$ cat src/rtl/video_timing_pkg.sv
// Shared types and constants for the raster timing generator: 12-bit coordinates,
// 640x480@60 default timing and the colour-bar palette used when VIDEO_TIMING_PATTERN_EN is defined.
package video_timing_pkg;

  localparam int COORD_W = 12;
  typedef logic [COORD_W-1:0] coord_t;

  localparam int DEF_H_ACTIVE = 640;
  localparam int DEF_H_FP     = 16;
  localparam int DEF_H_SYNC   = 96;
  localparam int DEF_H_BP     = 48;
  localparam int DEF_V_ACTIVE = 480;
  localparam int DEF_V_FP     = 10;
  localparam int DEF_V_SYNC   = 2;
  localparam int DEF_V_BP     = 33;
  localparam bit DEF_HS_POL   = 1'b0;
  localparam bit DEF_VS_POL   = 1'b0;

  localparam int DEF_H_TOTAL = DEF_H_ACTIVE + DEF_H_FP + DEF_H_SYNC + DEF_H_BP;
  localparam int DEF_V_TOTAL = DEF_V_ACTIVE + DEF_V_FP + DEF_V_SYNC + DEF_V_BP;

  localparam logic [23:0] COL_WHITE   = 24'hFFFFFF;
  localparam logic [23:0] COL_YELLOW  = 24'hFFFF00;
  localparam logic [23:0] COL_CYAN    = 24'h00FFFF;
  localparam logic [23:0] COL_GREEN   = 24'h00FF00;
  localparam logic [23:0] COL_MAGENTA = 24'hFF00FF;
  localparam logic [23:0] COL_RED     = 24'hFF0000;
  localparam logic [23:0] COL_BLUE    = 24'h0000FF;
  localparam logic [23:0] COL_BLACK   = 24'h000000;

  localparam logic [0:7][23:0] BAR_COLOURS = {
    COL_WHITE, COL_YELLOW, COL_CYAN, COL_GREEN,
    COL_MAGENTA, COL_RED, COL_BLUE, COL_BLACK
  };

  // Threshold compare instead of a divide; columns past the 8th bar stay on the last colour.
  function automatic logic [23:0] bar_colour(input coord_t x, input coord_t bar_w);
    logic [2:0] idx;
    idx = '0;
    for (int k = 1; k < 8; k++) begin
      if (x >= coord_t'(k) * bar_w) idx = 3'(k);
    end
    return BAR_COLOURS[idx];
  endfunction

endpackage

$ cat src/rtl/video_sync_counter.sv
// Horizontal/vertical position counters with frame restart; a restart seen while
// clk_en is low is held pending until the next enabled edge.
module video_sync_counter
  import video_timing_pkg::*;
#(
  parameter int H_TOTAL = DEF_H_TOTAL,
  parameter int V_TOTAL = DEF_V_TOTAL
) (
  input  logic               clk,
  input  logic               reset_n,
  input  logic               clk_en,
  input  logic               restart,
  output logic [COORD_W-1:0] h_cnt,
  output logic [COORD_W-1:0] v_cnt
);

  localparam coord_t H_LAST = coord_t'(H_TOTAL - 1);
  localparam coord_t V_LAST = coord_t'(V_TOTAL - 1);

  coord_t h_q, h_d;
  coord_t v_q, v_d;
  logic   pending_q, pending_d;

  always_comb begin
    h_d       = h_q;
    v_d       = v_q;
    pending_d = pending_q;
    if (clk_en) begin
      pending_d = 1'b0;
      // Restart and the natural wrap both land on (0,0), so they coincide into one frame start.
      if (restart || pending_q) begin
        h_d = '0;
        v_d = '0;
      end else if (h_q == H_LAST) begin
        h_d = '0;
        v_d = (v_q == V_LAST) ? '0 : v_q + 1'b1;
      end else begin
        h_d = h_q + 1'b1;
      end
    end else if (restart) begin
      pending_d = 1'b1;
    end
  end

  always_ff @(posedge clk or negedge reset_n) begin
    if (!reset_n) begin
      h_q       <= '0;
      v_q       <= '0;
      pending_q <= 1'b0;
    end else begin
      h_q       <= h_d;
      v_q       <= v_d;
      pending_q <= pending_d;
    end
  end

  assign h_cnt = h_q;
  assign v_cnt = v_q;

endmodule

$ cat src/rtl/video_timing_gen.sv
// Raster timing and pixel alignment for the HDMI transmitter: counters -> request stage -> output stage.
// Define VIDEO_TIMING_PATTERN_EN to replace pix_rgb with internal colour bars.
module video_timing_gen
  import video_timing_pkg::*;
#(
  parameter int H_ACTIVE = DEF_H_ACTIVE,
  parameter int H_FP     = DEF_H_FP,
  parameter int H_SYNC   = DEF_H_SYNC,
  parameter int H_BP     = DEF_H_BP,
  parameter int V_ACTIVE = DEF_V_ACTIVE,
  parameter int V_FP     = DEF_V_FP,
  parameter int V_SYNC   = DEF_V_SYNC,
  parameter int V_BP     = DEF_V_BP,
  parameter bit HS_POL   = DEF_HS_POL,
  parameter bit VS_POL   = DEF_VS_POL
) (
  input  logic               clk,
  input  logic               reset_n,
  input  logic               clk_en,
  input  logic               restart,
  output logic [COORD_W-1:0] pix_x,
  output logic [COORD_W-1:0] pix_y,
  output logic               pix_req,
  input  logic [23:0]        pix_rgb,
  output logic               vid_de,
  output logic               vid_hs,
  output logic               vid_vs,
  output logic [23:0]        vid_rgb,
  output logic               frame_start,
  output logic               line_start
);

  localparam int H_TOTAL = H_ACTIVE + H_FP + H_SYNC + H_BP;
  localparam int V_TOTAL = V_ACTIVE + V_FP + V_SYNC + V_BP;

  localparam coord_t H_ACT_C  = coord_t'(H_ACTIVE);
  localparam coord_t V_ACT_C  = coord_t'(V_ACTIVE);
  localparam coord_t HS_BEG_C = coord_t'(H_ACTIVE + H_FP);
  localparam coord_t HS_END_C = coord_t'(H_ACTIVE + H_FP + H_SYNC);
  localparam coord_t VS_BEG_C = coord_t'(V_ACTIVE + V_FP);
  localparam coord_t VS_END_C = coord_t'(V_ACTIVE + V_FP + V_SYNC);

  coord_t h_cnt, v_cnt;

  video_sync_counter #(
    .H_TOTAL(H_TOTAL),
    .V_TOTAL(V_TOTAL)
  ) u_counter (
    .clk    (clk),
    .reset_n(reset_n),
    .clk_en (clk_en),
    .restart(restart),
    .h_cnt  (h_cnt),
    .v_cnt  (v_cnt)
  );

  // Request stage
  coord_t pix_x_q, pix_x_d;
  coord_t pix_y_q, pix_y_d;
  logic   pix_req_q, pix_req_d;
  logic   hs_raw_q, hs_raw_d;
  logic   vs_raw_q, vs_raw_d;
  logic   frame_start_q, frame_start_d;
  logic   line_start_q, line_start_d;

  // Output stage
  logic        de_q, de_d;
  logic        hs_q, hs_d;
  logic        vs_q, vs_d;
  logic [23:0] rgb_q, rgb_d;

`ifdef VIDEO_TIMING_PATTERN_EN
  localparam coord_t BAR_W_C = coord_t'(H_ACTIVE / 8);
  logic unused_pix_rgb;
  assign unused_pix_rgb = ^pix_rgb;
`endif

  always_comb begin
    pix_x_d       = pix_x_q;
    pix_y_d       = pix_y_q;
    pix_req_d     = pix_req_q;
    hs_raw_d      = hs_raw_q;
    vs_raw_d      = vs_raw_q;
    frame_start_d = 1'b0;
    line_start_d  = 1'b0;
    de_d          = de_q;
    hs_d          = hs_q;
    vs_d          = vs_q;
    rgb_d         = rgb_q;
    if (clk_en) begin
      pix_x_d       = h_cnt;
      pix_y_d       = v_cnt;
      pix_req_d     = (h_cnt < H_ACT_C) && (v_cnt < V_ACT_C);
      hs_raw_d      = (h_cnt >= HS_BEG_C) && (h_cnt < HS_END_C);
      vs_raw_d      = (v_cnt >= VS_BEG_C) && (v_cnt < VS_END_C);
      frame_start_d = (h_cnt == '0) && (v_cnt == '0);
      line_start_d  = (h_cnt == '0);

      de_d = pix_req_q;
      hs_d = hs_raw_q ? HS_POL : ~HS_POL;
      vs_d = vs_raw_q ? VS_POL : ~VS_POL;
`ifdef VIDEO_TIMING_PATTERN_EN
      rgb_d = pix_req_q ? bar_colour(pix_x_q, BAR_W_C) : 24'h0;
`else
      // The source answers the request currently on pix_x/pix_y, so sampling here keeps RGB aligned with DE.
      rgb_d = pix_req_q ? pix_rgb : 24'h0;
`endif
    end
  end

  always_ff @(posedge clk or negedge reset_n) begin
    if (!reset_n) begin
      pix_x_q       <= '0;
      pix_y_q       <= '0;
      pix_req_q     <= 1'b0;
      hs_raw_q      <= 1'b0;
      vs_raw_q      <= 1'b0;
      frame_start_q <= 1'b0;
      line_start_q  <= 1'b0;
      de_q          <= 1'b0;
      hs_q          <= ~HS_POL;
      vs_q          <= ~VS_POL;
      rgb_q         <= '0;
    end else begin
      pix_x_q       <= pix_x_d;
      pix_y_q       <= pix_y_d;
      pix_req_q     <= pix_req_d;
      hs_raw_q      <= hs_raw_d;
      vs_raw_q      <= vs_raw_d;
      frame_start_q <= frame_start_d;
      line_start_q  <= line_start_d;
      de_q          <= de_d;
      hs_q          <= hs_d;
      vs_q          <= vs_d;
      rgb_q         <= rgb_d;
    end
  end

  assign pix_x       = pix_x_q;
  assign pix_y       = pix_y_q;
  assign pix_req     = pix_req_q;
  assign frame_start = frame_start_q;
  assign line_start  = line_start_q;
  assign vid_de      = de_q;
  assign vid_hs      = hs_q;
  assign vid_vs      = vs_q;
  assign vid_rgb     = rgb_q;

endmodule

$ cat config.mk
export PLATFORM = sky130hd
export DESIGN_NAME = video_timing_gen
export DESIGN_NICKNAME = d
export VERILOG_FILES = /design/src/rtl/video_timing_pkg.sv /design/src/rtl/video_sync_counter.sv /design/src/rtl/video_timing_gen.sv
export SDC_FILE = /design/constraint.sdc
export NUM_CORES = 1
export LEC_CHECK = 0
export ABC_AREA = 1
export BUFFER_PORTS_ARGS = -buffer_cell sky130_fd_sc_hd__buf_4
export CAP_MARGIN = 10
export CORE_UTILIZATION = 42
export DETAILED_ROUTE_END_ITERATION = 10
export PLACE_DENSITY_LB_ADDON = 0.05
export SLEW_MARGIN = 20
export SYNTH_ARGS = -nofsm -noshare
export SYNTH_HDL_FRONTEND = slang
export SYNTH_SLANG_ARGS = --single-unit
$ cat constraint.sdc
create_clock -name clk -period 2.9 [get_ports clk]
set_clock_uncertainty 0.15 [all_clocks]
set_input_delay 0.58 -clock clk [delete_from_list [all_inputs] [get_ports clk]]
set_output_delay 0.58 -clock clk [all_outputs]
set_load 0.01 [all_outputs]
==> impl_metrics.ini, run 1 <==
[run_status]
status = finished, final reports clean

[clock_network]
numCtsBuffers = 9
cts.sinks = 81
cts_tree = yes
cts_root_buffer = clkbuf_8
clkTransAtPathRegs_ns = 0.08
cts_resized = 0
post_cts_buffers = 0
ctsHoldBuffers = 0
htree_num_levels = 3
clk_latency_ns = 0.36
clockBufferDepth = 2

[setup_path]
worstRegToRegCells = 7
path_buf_inv = 1
r2r-start = u_counter.h_cnt[1]
cp_slowest_stage_delay_ns = 0.93
crit_fanout = 27
critPathLaunchType = flop
slowest_stage = dfrtp_1
worstReg2RegEnd = u_counter.v_cnt[1]
crit_path_end_kind = output pin
critical_path.cell_chain = buf_4
crit_arrival_ns = 1.54
cp.required_ns = 2.17
path_class = flop to output pin
r2r_slack_ns = 0.98
cp_top_family = flip-flops

[die]
core-area_um2 = 8340
pin_count = 82
die-area_um2 = 9120
initial_core_util_pct = 44.0
die_y_um = 95.5
row_count = 33
fp.dieW_um = 95.5

[synthesis]
ys_ff_latch = 81
synth_nets = 471
ys.flop_type = dfrtp_1
synth_edf_count = 0
netlist_area_um2 = 3670
syn_avg_cell_area_um2 = 8.36
ys_top_cells_by_area = dfrtp_1 (54%), nand2_1 (15%), nand3_1 (6.3%)
yosys_warnings = 0
synth_top_area_share_pct = 53.9
yosysUniqueCellTypes = 29
synth-async-reset-ratio_pct = 100
synth_top_area_cell = dfrtp_1
seq_area_frac_synth_pct = 55.3
synth_cells = 439

[sta]
relSlewSlack_pct = 40.7
min_period_ns = 2.27
setup_viol = 0
report.final.hold_viol_count = 0
finalCritPeriodShare_pct = 78.3
fin_tns_setup_ns = 0
max_freq_mhz = 440
worst_slew_pin_slew_ns = 0.890
slew_viol_final = 0
holdWs_ns = 0.0152
rsz0062_at_grt = false

[final_layout]
fin_util_pct = 55.0
antenna_cells = 0
area_growth_pct = 25.0
final_nets = 547
design_area_um2 = 4590
multi_input_area_um2 = 1440
fillers = 834
seqCellArea_um2 = 2030
drive_above_1_share_pct = 21.7

[global_routing]
grt_util_all_layers_pct = 20.3
grt-ovfl-total = 0
grt_pass1_vias = 2856
grt_antenna_before_repair = 0
grt_pass1_wl_um = 14000
grt_start_max_net_pins = 55

[power]
p_leak_nw = 2.35
switching_power_uw = 624
p_comb_share_pct = 11.6
ir_drop_mv = 0.211
p_seq_share_pct = 48.6
swShare_pct = 24.5
power.total_mw = 2.55
p_clk_share_pct = 39.8
internal-power_mw = 1.92
powerDensity_nw_per_um2 = 555

[route]
drc = 0
detail-route-antenna-nets = 0
post_drt_via_cell_ratio = 5.00
drt-total-wl_um = 8560
drt_first_pass_iters = 4
drt_iter0_markers = 138
vias = 3123
avgRoutedWirePerCell_um = 13.7

[placement]
dpl.hpwl_um = 5970
dpl_cell_area_um2 = 4340
place.gp.congestion = 0.945
port_buffers = 81

[worst_hold_path]
hold_path_class = primary input to async pin

[run]
cap_violations = 0
==> registers in the layout (all words and copies together) (netlist names) <==
| signal | flops |
|---|---|
| pix_x | 12 |
| u_counter.h_cnt | 12 |
| vs_raw_q | 1 |
| u_counter.pending_q | 1 |
| vid_vs | 1 |
| line_start | 1 |
| u_counter.v_cnt | 12 |
| hs_raw_q | 1 |
| frame_start | 1 |
| vid_de | 1 |
| vid_hs | 1 |
| pix_req | 1 |
| vid_rgb | 24 |
| pix_y | 12 |
==> layout make-up <==
cell class              count  area share [%]
flip-flops and latches     81            44.3
clock inverters             4            2.16
well taps                 105            2.86
multi-input cells         310            31.4
clock buffers              12            3.17
inverters                  28            2.29
repair buffers             85            13.9
==> worst register-to-register path, cell delays in order, from the launching register on <==
cell	delay (ns)
dfrtp_1	0.38
ha_1	0.19
nand2_1	0.07
nor2_2	0.20
nand3_2	0.16
a21oi_4	0.47
nand3_1	0.16
nand2_1	0.09
==> Yosys cell counts (all sizes together) (4+ instances only) <==
library cell  count
nand2           153
dfrtp            79
nand3            49
nor2             38
o21ai            30
inv              28
clkbuf           11
nor3             10
buf               9
xor2              8
a21oi             5
nand4             5
ha                4
==> kinds of logic after synthesis <==
logic type | share of synthesized area, %
AO/OA/AOI/OAI | 6.03
XOR/XNOR | 1.91
adder cells (fa/ha/maj) | 1.36
buffers and inverters | 5.52
flip-flops | 55.3
AND/OR/NAND/NOR | 29.9
==> stage by stage <==
stage	cells	worst slack, ns
finish	625	0.628
global route	625	0.528
CTS	625	0.619
detailed placement	609	0.682
global placement	609	0.674
floorplan	439	1.36
==> layer usage <==
metal  GRT usage [%]  share of wire (%)
met1            27.5                 46
met2            31.4                 48
met3            3.99                3.9
met4            9.20                1.7
met5               0                  0
==> worst max-delay path by stage <==
| stage | start | to | slack (ns) | cells after the start |
|---|---|---|---|---|
| final | pix_req | pix_req | 0.63 | 1 |
| after global routing | pix_req | pix_req | 0.53 | 1 |
| after detailed placement | clk_en | u_counter.h_cnt[0] | 0.68 | 6 |
| after CTS | pix_req | pix_req | 0.62 | 1 |
| after global placement | clk_en | u_counter.h_cnt[0] | 0.67 | 6 |
| after floorplan | clk_en | pix_x[10] | 1.36 | 5 |
==> layout by cell type, fill, tap and decap left out <==
cell type	netlist	layout
clkbuf_8	0	10
inv_2	1	2
ha_1	4	4
nor2_1	36	36
dfrtp_1	79	79
and3_1	1	1
a21oi_4	1	1
a21oi_1	4	4
o21ai_0	30	30
inv_6	0	1
buf_4	1	85
inv_1	27	26
or2_2	1	1
xor2_1	8	8
dfstp_2	2	2
nor2_2	2	2
a21boi_2	1	1
nand2_1	151	151
nand4_1	5	5
nand3_2	3	3
o22ai_1	1	1
nand2_2	2	2
o21a_1	1	1
clkbuf_1	11	2
a32o_1	1	1
nand3_1	46	46
nand3b_1	2	2
bufinv_16	0	3
nor3_1	10	10
==> power by group through the flow <==
| stage | clock network [mW] | registers [mW] | logic [mW] |
|---|---|---|---|
| finish | 1.01 | 1.24 | 0.295 |
| global placement | 0 | 1.26 | 0.298 |
| floorplan | 0 | 1.27 | 0.121 |
| detailed placement | 0 | 1.26 | 0.302 |
| global route | 1.08 | 1.25 | 0.335 |
| CTS | 1.04 | 1.24 | 0.303 |
No activity file was read; power rests on OpenSTA's default activity.
==> inputs of run 2 (changes only) <==
==> constraint.sdc (replaced) <==
create_clock -name clk -period 2.29 [get_ports clk]
set_clock_uncertainty 0.15 [all_clocks]
set_input_delay 0.458 -clock clk [delete_from_list [all_inputs] [get_ports clk]]
set_output_delay 0.458 -clock clk [all_outputs]
set_load 0.01 [all_outputs]
==> impl_metrics.ini, run 2 (same netlist as run 1, synthesis figures left out) <==
[sta]
fin_tns_setup_ns = 0
finalCritPeriodShare_pct = 80.0
setup_viol = 0
max_freq_mhz = 546
slew_viol_final = 0
holdWs_ns = 0.159
rsz0062_at_grt = false
report.final.hold_viol_count = 0
relSlewSlack_pct = 67.2
min_period_ns = 1.83
worst_slew_pin_slew_ns = 0.491

[clock_network]
htree_num_levels = 3
cts_root_buffer = clkbuf_8
clkTransAtPathRegs_ns = 0.09
numCtsBuffers = 9
clockBufferDepth = 2
cts_tree = yes
clk_latency_ns = 0.36
cts.sinks = 81
cts_resized = 0

[die]
pin_count = 82
fp.dieW_um = 95.5
die_y_um = 95.5
row_count = 33
initial_core_util_pct = 44.0
core-area_um2 = 8340
die-area_um2 = 9120

[final_layout]
final_common_cell = nand2_1
design_area_um2 = 4590
fin_cells = 630
fillers = 805
seqCellArea_um2 = 2030
drive_above_1_share_pct = 22.7
mostFrequentLayoutCells = nand2_1 (151), buf_4 (88), dfrtp_1 (79)
fin_util_pct = 55.1
antenna_cells = 0
final_nets = 552
area_growth_pct = 25.2
multi_input_area_um2 = 1440
largest_reg_flops = 24

[placement]
dp_cells = 613
place.gp.congestion = 0.862
dpl.hpwl_um = 6060
dpl_cell_area_um2 = 4380
port_buffers = 81

[power]
ir_drop_mv = 0.318
powerDensity_nw_per_um2 = 660
p_leak_nw = 2.36

[setup_path]
startpoint = u_counter.h_cnt[1]
crit_end = u_counter.v_cnt[1]
crit_path_end_kind = flop
worstReg2RegEnd = u_counter.v_cnt[1]
crit_arrival_ns = 1.98
r2r_slack_ns = 0.46
cp.required_ns = 2.44
r2r-start = u_counter.h_cnt[1]
crit_fanout = 16
worstRegToRegCells = 7
critPathLaunchType = flop
path_class = flop to flop

[route]
drt_iter0_markers = 139
drt-total-wl_um = 8680
drt_first_pass_iters = 4
detail-route-antenna-nets = 0
vias = 3135
post_drt_via_cell_ratio = 4.98
avgRoutedWirePerCell_um = 13.8
drc = 0

[global_routing]
grt_util_all_layers_pct = 20.3
grt-ovfl-total = 0
grt_start_max_net_pins = 38
grt_pass1_wl_um = 14100
grt_antenna_before_repair = 0
grt_pass1_vias = 2919

[worst_hold_path]
hold_path_class = primary input to flop

[run]
cap_violations = 0

[run_status]
status = finished, final reports clean
[run 2: layout make-up]
class	count	share of cell area, %
clock buffer	9	2.70
clock inverter	7	1.66
inverter	28	2.29
multi-input combinational	310	31.3
sequential	81	44.2
tap	105	2.86
timing repair buffer	90	15.0
[run 2: per-stage QoR]
stage                     total power [mW]  setup slack (ns)
after floorplan                       1.76             0.754
after global placement                1.98             0.457
after detailed placement              1.99             0.446
after CTS                             3.06             0.455
after global routing                  3.17             0.282
final                                 3.03             0.459
[run 2: power breakdown]
group | internal [mW] | switching, mW | total, mW
logic | 0.176 | 0.220 | 0.396
clock network | 0.513 | 0.565 | 1.08
registers | 1.51 | 0.0477 | 1.56
[run 2: per-layer routing]
| metal | global-route usage (%) | part of all wire [%] |
|---|---|---|
| met2 | 30.1 | 46 |
| met3 | 3.51 | 3.9 |
| met4 | 9.08 | 2.0 |
| met5 | 0 | 0 |
| met1 | 29.0 | 48 |
[run 2: critical path, cell delays in order (launching register included)]
cell	delay [ns]
dfrtp_1	0.38
ha_1	0.19
nand2_1	0.07
nor2_2	0.17
nand3_2	0.14
a21oi_4	0.44
nand3_1	0.13
nand2_1	0.10
[run 2: worst min-delay path by stage]
stage	start	slack, ns	to	depth (start not counted)
after detailed placement	reset_n	0.25	pix_x[7]	1
after global placement	reset_n	0.25	pix_x[10]	1
final	pix_rgb[19]	0.16	vid_rgb[19]	3
after CTS	pix_rgb[1]	0.15	vid_rgb[1]	3
after floorplan	reset_n	0.01	frame_start	0
after global routing	pix_rgb[19]	0.16	vid_rgb[19]	3
[run 2: what timing repair did]
| item | CTS | global route |
|---|---|---|
| hold buffers | 1 | 0 |
| buffers inserted | 0 | 0 |
| hold endpoints to repair | 23 | 0 |
